**src/rtl/collision_event_if.sv**
```systemverilog
// ----------------------------------------------------------------------------
// collision_event_if
// Purpose : valid/ack event handshake between the collision event scheduler
//           and the game-logic FSM.
// Signals :
//   event_valid  scheduler -> logic : an event is presented
//   event_id     scheduler -> logic : class index of the presented event
//   event_ack    logic -> scheduler : current event consumed
// Modports: master = scheduler side, slave = game-logic side.
// ----------------------------------------------------------------------------
interface collision_event_if #(
   parameter int unsigned ID_W = 2
);
   logic            event_valid;
   logic [ID_W-1:0] event_id;
   logic            event_ack;

   modport master (
      output event_valid,
      output event_id,
      input  event_ack
   );

   modport slave (
      input  event_valid,
      input  event_id,
      output event_ack
   );
endinterface

```
**src/rtl/collision_event_scheduler.sv**
```systemverilog
// ----------------------------------------------------------------------------
// collision_event_scheduler
// Purpose : accumulates per-frame Ball/object overlaps, snapshots them at
//           start of frame into a pending mask and issues one event per
//           pending class by fixed priority (index 0 highest) over valid/ack.
// Ports   :
//   clk                   system clock
//   resetN                asynchronous active-low reset
//   startOfFrame          one-cycle pulse at start of each frame
//   drawing_request_Ball  Ball pixel is being drawn
//   drawing_request_objs  per-class pixel drawing requests [NUM_SRC]
//   ev (master)           event_valid / event_id out, event_ack in
//   frame_hit_mask        snapshot of the last completed frame's hits
//   overrun               one-cycle pulse when a snapshot lands on pending events
// Option  : define COLLISION_COOLDOWN_EN to add per-class cooldown counters
//           that mask a class for COOLDOWN_FRAMES frames after its event is acked.
// ----------------------------------------------------------------------------
module collision_event_scheduler #(
   parameter int unsigned NUM_SRC         = 4,
   parameter int unsigned ID_W            = 2,
   parameter int unsigned COOLDOWN_FRAMES = 8
) (
   input  logic                 clk,
   input  logic                 resetN,
   input  logic                 startOfFrame,
   input  logic                 drawing_request_Ball,
   input  logic [NUM_SRC-1:0]   drawing_request_objs,
   collision_event_if.master    ev,
   output logic [NUM_SRC-1:0]   frame_hit_mask,
   output logic                 overrun
);

   localparam int unsigned CD_W = 8;

   typedef enum logic [1:0] {
      S_IDLE  = 2'd0,
      S_ISSUE = 2'd1,
      S_GAP   = 2'd2
   } state_t;

   state_t               r_state;
   logic [NUM_SRC-1:0]   r_accum;
   logic [NUM_SRC-1:0]   r_pending;
   logic [NUM_SRC-1:0]   r_frame_hit_mask;
   logic                 r_overrun;
   logic                 r_event_valid;
   logic [ID_W-1:0]      r_event_id;

   logic [NUM_SRC-1:0]   w_cool_mask;
   logic [NUM_SRC-1:0]   w_hit_vec;
   logic [NUM_SRC-1:0]   w_snapshot;
   logic                 w_acked;
   logic [NUM_SRC-1:0]   w_acked_bit;
   logic [NUM_SRC-1:0]   w_pend_kept;
   logic [NUM_SRC-1:0]   w_pend_next;
   logic [ID_W-1:0]      w_sel_id;

   // Hit detection and the frame snapshot (same-cycle hits close the ending frame)
   assign w_hit_vec  = drawing_request_objs & {NUM_SRC{drawing_request_Ball}} & ~w_cool_mask;
   assign w_snapshot = r_accum | w_hit_vec;

   // Acks only count while an event is actually presented
   assign w_acked     = (r_state == S_ISSUE) && ev.event_ack;
   assign w_acked_bit = w_acked ? (NUM_SRC'(1) << r_event_id) : '0;
   assign w_pend_kept = r_pending & ~w_acked_bit;
   assign w_pend_next = w_pend_kept | (startOfFrame ? w_snapshot : '0);

   // Lowest set pending bit wins
   always_comb begin
      w_sel_id = '0;
      for (int i = int'(NUM_SRC) - 1; i >= 0; i--) begin
         if (r_pending[i]) w_sel_id = ID_W'(i);
      end
   end

`ifdef COLLISION_COOLDOWN_EN
   logic [CD_W-1:0] r_cd [NUM_SRC];

   // Cooldown counters: load on ack (wins), otherwise count frames down to zero
   always_ff @(posedge clk or negedge resetN) begin
      if (!resetN) begin
         for (int i = 0; i < int'(NUM_SRC); i++) r_cd[i] <= '0;
      end else begin
         for (int i = 0; i < int'(NUM_SRC); i++) begin
            if (w_acked && (r_event_id == ID_W'(i)))
               r_cd[i] <= CD_W'(COOLDOWN_FRAMES);
            else if (startOfFrame && (r_cd[i] != '0))
               r_cd[i] <= r_cd[i] - CD_W'(1);
         end
      end
   end

   always_comb begin
      w_cool_mask = '0;
      for (int i = 0; i < int'(NUM_SRC); i++) w_cool_mask[i] = (r_cd[i] != '0);
   end
`else
   logic [CD_W-1:0] w_unused_cooldown;
   assign w_unused_cooldown = CD_W'(COOLDOWN_FRAMES);
   assign w_cool_mask       = '0;
`endif

   // Frame accumulator, snapshot, pending mask and overrun pulse
   always_ff @(posedge clk or negedge resetN) begin
      if (!resetN) begin
         r_accum          <= '0;
         r_pending        <= '0;
         r_frame_hit_mask <= '0;
         r_overrun        <= 1'b0;
      end else begin
         r_pending <= w_pend_next;
         if (startOfFrame) begin
            r_accum          <= '0;
            r_frame_hit_mask <= w_snapshot;
            r_overrun        <= (w_pend_kept != '0) && (w_snapshot != '0);
         end else begin
            r_accum   <= r_accum | w_hit_vec;
            r_overrun <= 1'b0;
         end
      end
   end

   // Issue FSM; GAP also performs the next selection so back-to-back
   // events see exactly one valid-low cycle after the ack cycle
   always_ff @(posedge clk or negedge resetN) begin
      if (!resetN) begin
         r_state       <= S_IDLE;
         r_event_valid <= 1'b0;
         r_event_id    <= '0;
      end else begin
         case (r_state)
            S_IDLE, S_GAP: begin
               r_event_valid <= 1'b0;
               r_state       <= S_IDLE;
               if (r_pending != '0) begin
                  r_event_id    <= w_sel_id;
                  r_event_valid <= 1'b1;
                  r_state       <= S_ISSUE;
               end
            end
            S_ISSUE: begin
               if (ev.event_ack) begin
                  r_event_valid <= 1'b0;
                  r_state       <= S_GAP;
               end
            end
            default: begin
               r_event_valid <= 1'b0;
               r_state       <= S_IDLE;
            end
         endcase
      end
   end

   assign ev.event_valid = r_event_valid;
   assign ev.event_id    = r_event_id;
   assign frame_hit_mask = r_frame_hit_mask;
   assign overrun        = r_overrun;

endmodule

```
**src/flat_wrapper.sv**
```systemverilog
// flat-port wrapper written by rule: the top's interface ports become plain ports
module collision_event_scheduler_flat 
#(
   parameter int unsigned NUM_SRC         = 4,
   parameter int unsigned ID_W            = 2,
   parameter int unsigned COOLDOWN_FRAMES = 8
)
  (clk, resetN, startOfFrame, drawing_request_Ball, drawing_request_objs, frame_hit_mask, overrun, ev_event_valid, ev_event_id, ev_event_ack);
  collision_event_if #(.ID_W(ID_W)) ev_i ();
  input  logic clk;
  input  logic resetN;
  input  logic startOfFrame;
  input  logic drawing_request_Ball;
  input  logic [NUM_SRC-1:0] drawing_request_objs;
  output logic [NUM_SRC-1:0] frame_hit_mask;
  output logic overrun;
  output wire logic [$bits(ev_i.event_valid)-1:0] ev_event_valid;
  output wire logic [$bits(ev_i.event_id)-1:0] ev_event_id;
  input wire logic [$bits(ev_i.event_ack)-1:0] ev_event_ack;
  assign ev_event_valid = ev_i.event_valid;
  assign ev_event_id = ev_i.event_id;
  assign ev_i.event_ack = ev_event_ack;
  collision_event_scheduler #(.NUM_SRC(NUM_SRC), .ID_W(ID_W), .COOLDOWN_FRAMES(COOLDOWN_FRAMES)) u_core (.clk(clk), .resetN(resetN), .startOfFrame(startOfFrame), .drawing_request_Ball(drawing_request_Ball), .drawing_request_objs(drawing_request_objs), .ev(ev_i), .frame_hit_mask(frame_hit_mask), .overrun(overrun));
endmodule
```
**config.mk**
```make
export PLATFORM = sky130hd
export DESIGN_NAME = collision_event_scheduler_flat
export DESIGN_NICKNAME = d
export VERILOG_FILES = /design/src/rtl/collision_event_if.sv /design/src/rtl/collision_event_scheduler.sv /design/src/flat_wrapper.sv
export SDC_FILE = /design/constraint.sdc
export NUM_CORES = 1
export LEC_CHECK = 0
export CAP_MARGIN = 5
export CELL_PAD_IN_SITES_DETAIL_PLACEMENT = 1
export CELL_PAD_IN_SITES_GLOBAL_PLACEMENT = 1
export CORE_MARGIN = 2
export CORE_UTILIZATION = 38
export CTS_CLUSTER_DIAMETER = 80
export CTS_CLUSTER_SIZE = 10
export DETAILED_ROUTE_END_ITERATION = 6
export PLACE_DENSITY_LB_ADDON = 0.08
export SLEW_MARGIN = 10
export SYNTH_ARGS = -nofsm -noshare
export SYNTH_HDL_FRONTEND = slang
export SYNTH_SLANG_ARGS = --single-unit
export TNS_END_PERCENT = 20
```
**constraint.sdc**
```tcl
create_clock -name clk -period 3.6 [get_ports clk]
set_clock_uncertainty 0.1 [all_clocks]
set_input_delay 0.72 -clock clk [delete_from_list [all_inputs] [get_ports clk]]
set_output_delay 0.72 -clock clk [all_outputs]
set_load 0.05 [all_outputs]
```
## After elaboration in Yosys (flattened, before gate mapping)

Index checks and enable logic that the tools add are counted.

| storage, ports and cells | value |
|---|---|
| register bits after elaboration | 18 |
| bits in latches | 0 |
| RAM bits | 0 |
| bits in read-only memories | 0 |
| input bits | 9 |
| output and inout bits | 8 |
| word-level logic and storage cells | 38 |
| memories kept | 0 |

| cells by class | value |
|---|---|
| $add $sub $neg | 0 |
| multipliers | 0 |
| div/mod/pow operators | 0 |
| order comparisons | 0 |
| equality and inequality tests | 3 |
| shift-type cells | 1 |
| mux-type cells | 14 |
| bitwise operators | 5 |
| reduce and logical (&&, ||, !) cells | 8 |

Operators by type and width:

| cell | number |
|---|---|
| 4-bit two-way mux | 3 |
| 4-bit nonzero test | 3 |
| 2-bit two-way mux | 5 |
| 4-bit AND | 2 |
| 4-bit bitwise OR | 2 |
| 1-bit two-way mux | 4 |
| 4-bit NOT | 1 |
| 2-bit case mux with 2 select lines | 1 |
| 1-bit by 2-bit left shift with 4-bit output (first input constant) | 1 |
| 2-bit by 1-bit == test with 1-bit output (second input constant) | 1 |
| 2-bit == test (second input constant) | 1 |
| 1-bit logical AND | 2 |
| 2-bit logical NOT | 1 |
| 2-bit != test (second input constant) | 1 |
| 1-bit case mux with 2 select lines | 1 |
| 2-bit AND reduction | 1 |
| 2-bit OR reduction | 1 |

## Logic depth before layout (Yosys ltp)

Gate-level depths: netlist of run 1.

| logic depth | value |
|---|---|
| word-level depth | 8 |
| mapped depth | 4 |
| gate-level depth less buffers | 4 |

## Least setup slack after synthesis of run 1

Ideal clock, no wire load.

| timing | value |
|---|---|
| kind | input -> register |
| from | input ev_event_ack |
| to | register u_core.r_overrun (netlist: u_core.overrun) |
| data arrival time | 1,578 ps |
| required time | 3,406 ps |
| path slack | 1,829 ps |
| stages | 4 |
| path through | and4b_4 -> nor3b_1 -> a311o_1 -> a221oi_2 |

| on the way | value |
|---|---|
| longest elaborated chain between the ends | 7 |

RTL lines:

| element | line | RTL |
|---|---|---|
| start: declaration | flat_wrapper.sv:19 | `input wire logic [$bits(ev_i.event_ack)-1:0] ev_event_ack;` |
| 1-bit logical AND | collision_event_scheduler.sv:63 | `assign w_acked = (r_state == S_ISSUE) && ev.event_ack;` |
| 4-bit two-way mux | collision_event_scheduler.sv:64 | `assign w_acked_bit = w_acked ? (NUM_SRC'(1) << r_event_id) : '0;` |
| 4-bit NOT | collision_event_scheduler.sv:65 | `assign w_pend_kept = r_pending & ~w_acked_bit;` |
| 4-bit AND | collision_event_scheduler.sv:65 |  |
| 4-bit nonzero test | collision_event_scheduler.sv:115 | `r_overrun <= (w_pend_kept != '0) && (w_snapshot != '0);` |
| 1-bit logical AND | collision_event_scheduler.sv:115 |  |
| 1-bit two-way mux | collision_event_scheduler.sv:112 | `if (startOfFrame) begin` |
| end signal: assignment | collision_event_scheduler.sv:115 |  |
| end: declaration | collision_event_scheduler.sv:45 | `logic r_overrun;` |

Every way passes these cells.
A chain may end at the register's enable or synchronous reset.

## Final worst setup path of run 1

| timing | value |
|---|---|
| from | register u_core.r_event_id[1] (netlist: u_core.ev.event_id[1]) |
| to | output ev_event_id[1] |

RTL lines:

| element | line | RTL |
|---|---|---|
| start: declaration | collision_event_scheduler.sv:47 | `logic [ID_W-1:0] r_event_id;` |
| start signal: assignment | collision_event_scheduler.sv:136 | `r_event_id <= w_sel_id;` |
| end: declaration | flat_wrapper.sv:18 | `output wire logic [$bits(ev_i.event_id)-1:0] ev_event_id;` |

No word-level cell between the ends.

==> results of run 1 <==
-- cell type report --
cell class	count	area, um^2	share of cell area, %
inverters	6	22.52	2.426
well taps	25	31.28	3.369
flip-flops and latches	17	425.4	45.82
repair buffers	16	160.2	17.25
multi-input cells	48	262.8	28.30
clock buffers	4	26.28	2.830
-- worst max path at each step --
stage / slack, ns / cells after the start / startpoint / endpoint
4_1_cts: 1.13 / 1 / u_core.ev.event_valid / ev_event_valid
6_report: 1.15 / 1 / u_core.ev.event_id[1] / ev_event_id[1]
5_1_grt: 1.06 / 1 / u_core.ev.event_valid / ev_event_valid
3_3_place_gp: 1.33 / 5 / ev_event_ack / u_core.overrun
2_1_floorplan: 1.83 / 4 / ev_event_ack / u_core.overrun
3_5_place_dp: 1.29 / 5 / ev_event_ack / u_core.overrun
-- metrics by stage --
stage	total power, mW	cell area (um^2)	worst slack (ns)	cells
global route	0.6036	928.4	1.063	116
CTS	0.5758	928.4	1.128	116
detailed placement	0.4747	902.1	1.292	112
finish	0.5664	928.4	1.147	116
global placement	0.4695	902.1	1.328	112
floorplan	0.3997	714.4	1.829	72
-- synthesized netlist by cell type, types with 2 or more instances --
| library cell | count |
|---|---|
| a21oi_1 | 9 |
| dfrtp_1 | 17 |
| inv_1 | 6 |
| nand2_1 | 5 |
| nor2_1 | 15 |
| nor3_1 | 2 |
| o21ai_0 | 3 |
| o21ai_1 | 3 |
| o22a_1 | 2 |
-- power breakdown --
group / switching (mW) / leakage, nW / total (mW) / internal (mW)
Combinational: 0.120 / 0.202 / 0.198 / 0.0775
Sequential: 0.0402 / 0.199 / 0.270 / 0.230
Clock: 0.0558 / 0.0150 / 0.0987 / 0.0429
-- per-layer routing --
layer  up-vias  GRT usage, %  wire [um]
li1        284             -          -
met1       281         17.94        631
met2        10         27.30        745
met3         2         3.462         58
met4         0         6.667         12
met5         -             0          0
-- state kept, by name, indices dropped and copies added, names as in the netlist --
register	cells
u_core.frame_hit_mask	4
u_core.r_state	1
u_core.overrun	1
u_core.r_pending	4
u_core.ev.event_valid	1
u_core.r_accum	4
u_core.ev.event_id	2
-- worst register-to-register path, delay by kind of cell (launching register included) --
kind / cells / cell delay (ns)
AOI/OAI and AO/OA: 2 / 0.54
DFF: 1 / 0.48
and+or+nand+nor: 2 / 0.36
-- cells by family (layout without fill, tap and decap cells) --
| group | count (synthesis) | count (layout) | synth area share (%) |
|---|---|---|---|
| and+or+nand+nor | 26 | 26 | 17.34 |
| buffers and inverters | 7 | 26 | 3.677 |
| AOI/OAI and AO/OA | 22 | 22 | 19.44 |
| DFF | 17 | 17 | 59.54 |
==> impl_metrics.ini, run 1 <==
[run_status]
status = finished, final reports clean

[route]
first_iter_violations = 5
vias = 577
drc_errors = 0
drt_first_pass_iters = 4
via_per_inst = 4.974
routed_wl_um = 1447
ant_nets = 0
detail_route.wl_per_cell_um = 12.47

[sta]
post-route-period-util_pct = 68.14
worst_slew_pin_slew_ns = 0.7441
hold-worst-slack_ns = 0.3754
setup_tns_ns = 0
slew_headroom_pct = 50.24
grt_setup_unrepaired = no
hold_viol_final = 0
slew_viol_final = 0
setup_viol = 0
max_freq_mhz = 407.7
period_minus_slack_ns = 2.453

[min_path]
hp-class = flip-flop to flip-flop
holdPathStages = 1
worstHoldEndpoint = u_core.r_state[1]
hp-start = u_core.r_state[1]

[synthesis]
syn_avg_cell_area_um2 = 9.923
yosys.area.top_type_share_pct = 59.54
synth_ff_type = dfrtp_1
synthTopCellsByArea = dfrtp_1 60%, nor2_1 7.9%, a21oi_1 6.3%
yosys.area.top_type = dfrtp_1
yosysSeqAreaShare_pct = 59.54
ys_async_sr_fraction_pct = 100.0
ys_seq_elements = 17
synthCells = 72
syn_nets = 81
yosysWarnings = 0
synth_edf_count = 0
synthesis.area_um2 = 714.4
synth_cell_type_count = 19

[floorplanning]
core-area_um2 = 1745
die_area_um2 = 2243
start_util_pct = 40.93
rows = 15
io_pins = 17
dieWidth_um = 47.36
chipHeight_um = 47.36

[finish]
final_nets = 101
final_layout_size_suffix_gt1_share_pct = 5.495
mostFrequentLayoutCell = dfrtp_1
final_cell_mix = 17 x dfrtp_1, 16 x clkdlybuf4s50_1, 15 x nor2_1
diodes = 0
finish.utilization_pct = 53.19
num-fill-cells = 211
syn_to_final_growth_pct = 29.95

[worst_setup_path]
worstRegToRegCells = 4
critPathMaxStageDelay_ns = 0.85
path_class = flip-flop to primary output
r2r_setup_slack_ns = 2.03
timing.rr.end = u_core.overrun
crit_required_ns = 2.78
cp_data_arrival_time_ns = 1.63
cp_num_buf_inv = 1
slowest_stage = clkdlybuf4s50_1
path_delay_family = buffers and inverters
path_max_fanout = 8
cp-start-kind = flip-flop
r2r-start = u_core.ev.event_valid
path_cells = clkdlybuf4s50_1
end_kind = primary output

[clock_tree]
cts_setup_buffers = 0
ctsResizeCount = 0
path_clk_slew_ns = 0.10
clk_latency_ns = 0.28
numCtsBuffers = 3
clockBufferDepth = 2
ctsHtreeMaxLevel = 1
ctsRootBufferMaster = clkbuf_4
numClockSinks = 17
holdBufCountCts = 0
tritoncts = yes

[power]
powerDensity_nw_per_um2 = 610.1
ir_worst_vdd_v = 0.0002940
leakagePower_nw = 0.4162

[global_routing]
antenna_found_initial = 0
grt_remaining_overflow = 0
grt_first_pass_wirelength_um = 2366
grt_max_degree = 18
grt_use_total_pct = 15.54
grt_pass1_vias = 561

[placement]
hpwl_um = 1127
place_congestion = 0.8559
portBuffers = 16

[run]
max_cap_viol_count = 0
(Power assumes the default switching activity.)
==> run 2: changes to the inputs <==
--- a/config.mk
+++ b/config.mk
@@ -9,7 +9,7 @@
 export CELL_PAD_IN_SITES_DETAIL_PLACEMENT = 1
 export CELL_PAD_IN_SITES_GLOBAL_PLACEMENT = 1
 export CORE_MARGIN = 2
-export CORE_UTILIZATION = 38
+export CORE_UTILIZATION = 32
 export CTS_CLUSTER_DIAMETER = 80
 export CTS_CLUSTER_SIZE = 10
 export DETAILED_ROUTE_END_ITERATION = 6
==> constraint.sdc (replaced) <==
create_clock -name clk -period 2.2 [get_ports clk]
set_clock_uncertainty 0.1 [all_clocks]
set_input_delay 0.44 -clock clk [delete_from_list [all_inputs] [get_ports clk]]
set_output_delay 0.44 -clock clk [all_outputs]
set_load 0.05 [all_outputs]
==> impl_metrics.ini, run 2 (synthesized netlist as in run 1, its figures left out) <==
[floorplanning]
rows = 17
start_util_pct = 32.93
die_area_um2 = 2627
core-area_um2 = 2170
chipHeight_um = 51.25
dieWidth_um = 51.25
io_pins = 17

[clock_tree]
ctsHtreeMaxLevel = 1
tritoncts = yes
clockBufferDepth = 2
numClockSinks = 17
ctsRootBufferMaster = clkbuf_4
cts_setup_buffers = 0
holdBufCountCts = 0
numCtsBuffers = 3
ctsResizeCount = 0
path_clk_slew_ns = 0.11
clk_latency_ns = 0.29

[global_routing]
grt_first_pass_wirelength_um = 3008
grt_use_total_pct = 15.71
grt_pass1_vias = 652
grt_remaining_overflow = 0
grt_max_degree = 18
antenna_found_initial = 0

[finish]
finish.utilization_pct = 44.12
diodes = 0
final_layout_size_suffix_gt1_share_pct = 8.511
final_cell_mix = 17 x dfrtp_1, 15 x nor2_1, 15 x clkdlybuf4s50_1
fin_cells = 122
final_nets = 104
syn_to_final_growth_pct = 33.98
mostFrequentLayoutCell = dfrtp_1

[power]
powerDensity_nw_per_um2 = 985.4
leakagePower_nw = 0.4415
finalPower_mw = 0.9432
ir_worst_vdd_v = 0.0003792

[sta]
max_freq_mhz = 492.3
slew_viol_final = 0
post-route-period-util_pct = 92.32
setup_viol = 0
period_minus_slack_ns = 2.031
setup_ws_ns = 0.1689
worst_slew_pin_slew_ns = 0.4969
grt_setup_unrepaired = no
hold_viol_final = 0
slew_headroom_pct = 66.77
setup_tns_ns = 0

[route]
drc_errors = 0
detail_route.wl_per_cell_um = 12.75
vias = 594
routed_wl_um = 1555
ant_nets = 0
via_per_inst = 4.869
first_iter_violations = 0
drt_first_pass_iters = 1

[min_path]
hp-class = input port to async pin

[placement]
portBuffers = 16
hpwl_um = 1195
place_congestion = 0.7887
placed_cells = 118
dp_slack_ns = 0.1762

[worst_setup_path]
path_delay_family = buffers and inverters
path_max_fanout = 4
crit_required_ns = 1.66
critPathMaxStageDelay_ns = 0.81
path_class = flip-flop to primary output
slowest_stage = clkdlybuf4s50_1
cp_num_buf_inv = 1
end_kind = primary output
path_cells = clkdlybuf4s50_1
r2r_setup_slack_ns = 0.59
cp-start-kind = flip-flop
cp_data_arrival_time_ns = 1.49

[run]
max_cap_viol_count = 0

[run_status]
status = finished, final reports clean
## run 2: changes by cell type in the layout (fill, tap and decap cells not counted), sizes merged
cell           change
buf                +3
clkdlybuf4s50      -1
dlymetal6s2s       +1
## run 2: metrics by stage
step / hold WS (ns) / instance area (um^2)
2_1_floorplan: 0.04441 / 714.4
3_3_place_gp: 0.3649 / 928.4
3_5_place_dp: 0.3618 / 928.4
4_1_cts: 0.3717 / 954.7
5_1_grt: 0.3772 / 957.2
6_report: 0.3581 / 957.2
## run 2: final cells by class
| type | count | area [um^2] |
|---|---|---|
| Timing Repair Buffer | 19 | 185.2 |
| Clock buffer | 4 | 26.28 |
| Inverter | 6 | 22.52 |
| Fill cell | 267 | 1212 |
| Tap cell | 28 | 35.03 |
| Sequential cell | 17 | 425.4 |
| Multi-Input combinational cell | 48 | 262.8 |
## run 2: power breakdown
group / switching, mW / internal [mW]
Sequential: 0.0606 / 0.376
Combinational: 0.204 / 0.133
Clock: 0.100 / 0.0704
## run 2: layer usage
| metal | track usage, % | share of wire [%] | wire (um) | up-vias |
|---|---|---|---|---|
| li1 | - | - | - | 293 |
| met1 | 19.78 | 45 | 692 | 288 |
| met2 | 25.97 | 50 | 785 | 11 |
| met3 | 3.509 | 3.9 | 61 | 2 |
| met4 | 6.579 | 1.0 | 16 | 0 |
| met5 | 0 | 0 | 0 | - |
## run 2: worst paths after layout
kind / cells after the start / start / end
worst max-delay path: 1 / u_core.ev.event_id[0] / ev_event_id[0]
max in group asynchronous: 2 / resetN / u_core.r_state[1]
worst max register to register: 5 / u_core.ev.event_valid / u_core.overrun
worst min-delay path: 2 / resetN / u_core.ev.event_valid
min in group clk: 1 / u_core.r_state[1] / u_core.r_state[1]
worst min register to register: 1 / u_core.r_state[1] / u_core.r_state[1]
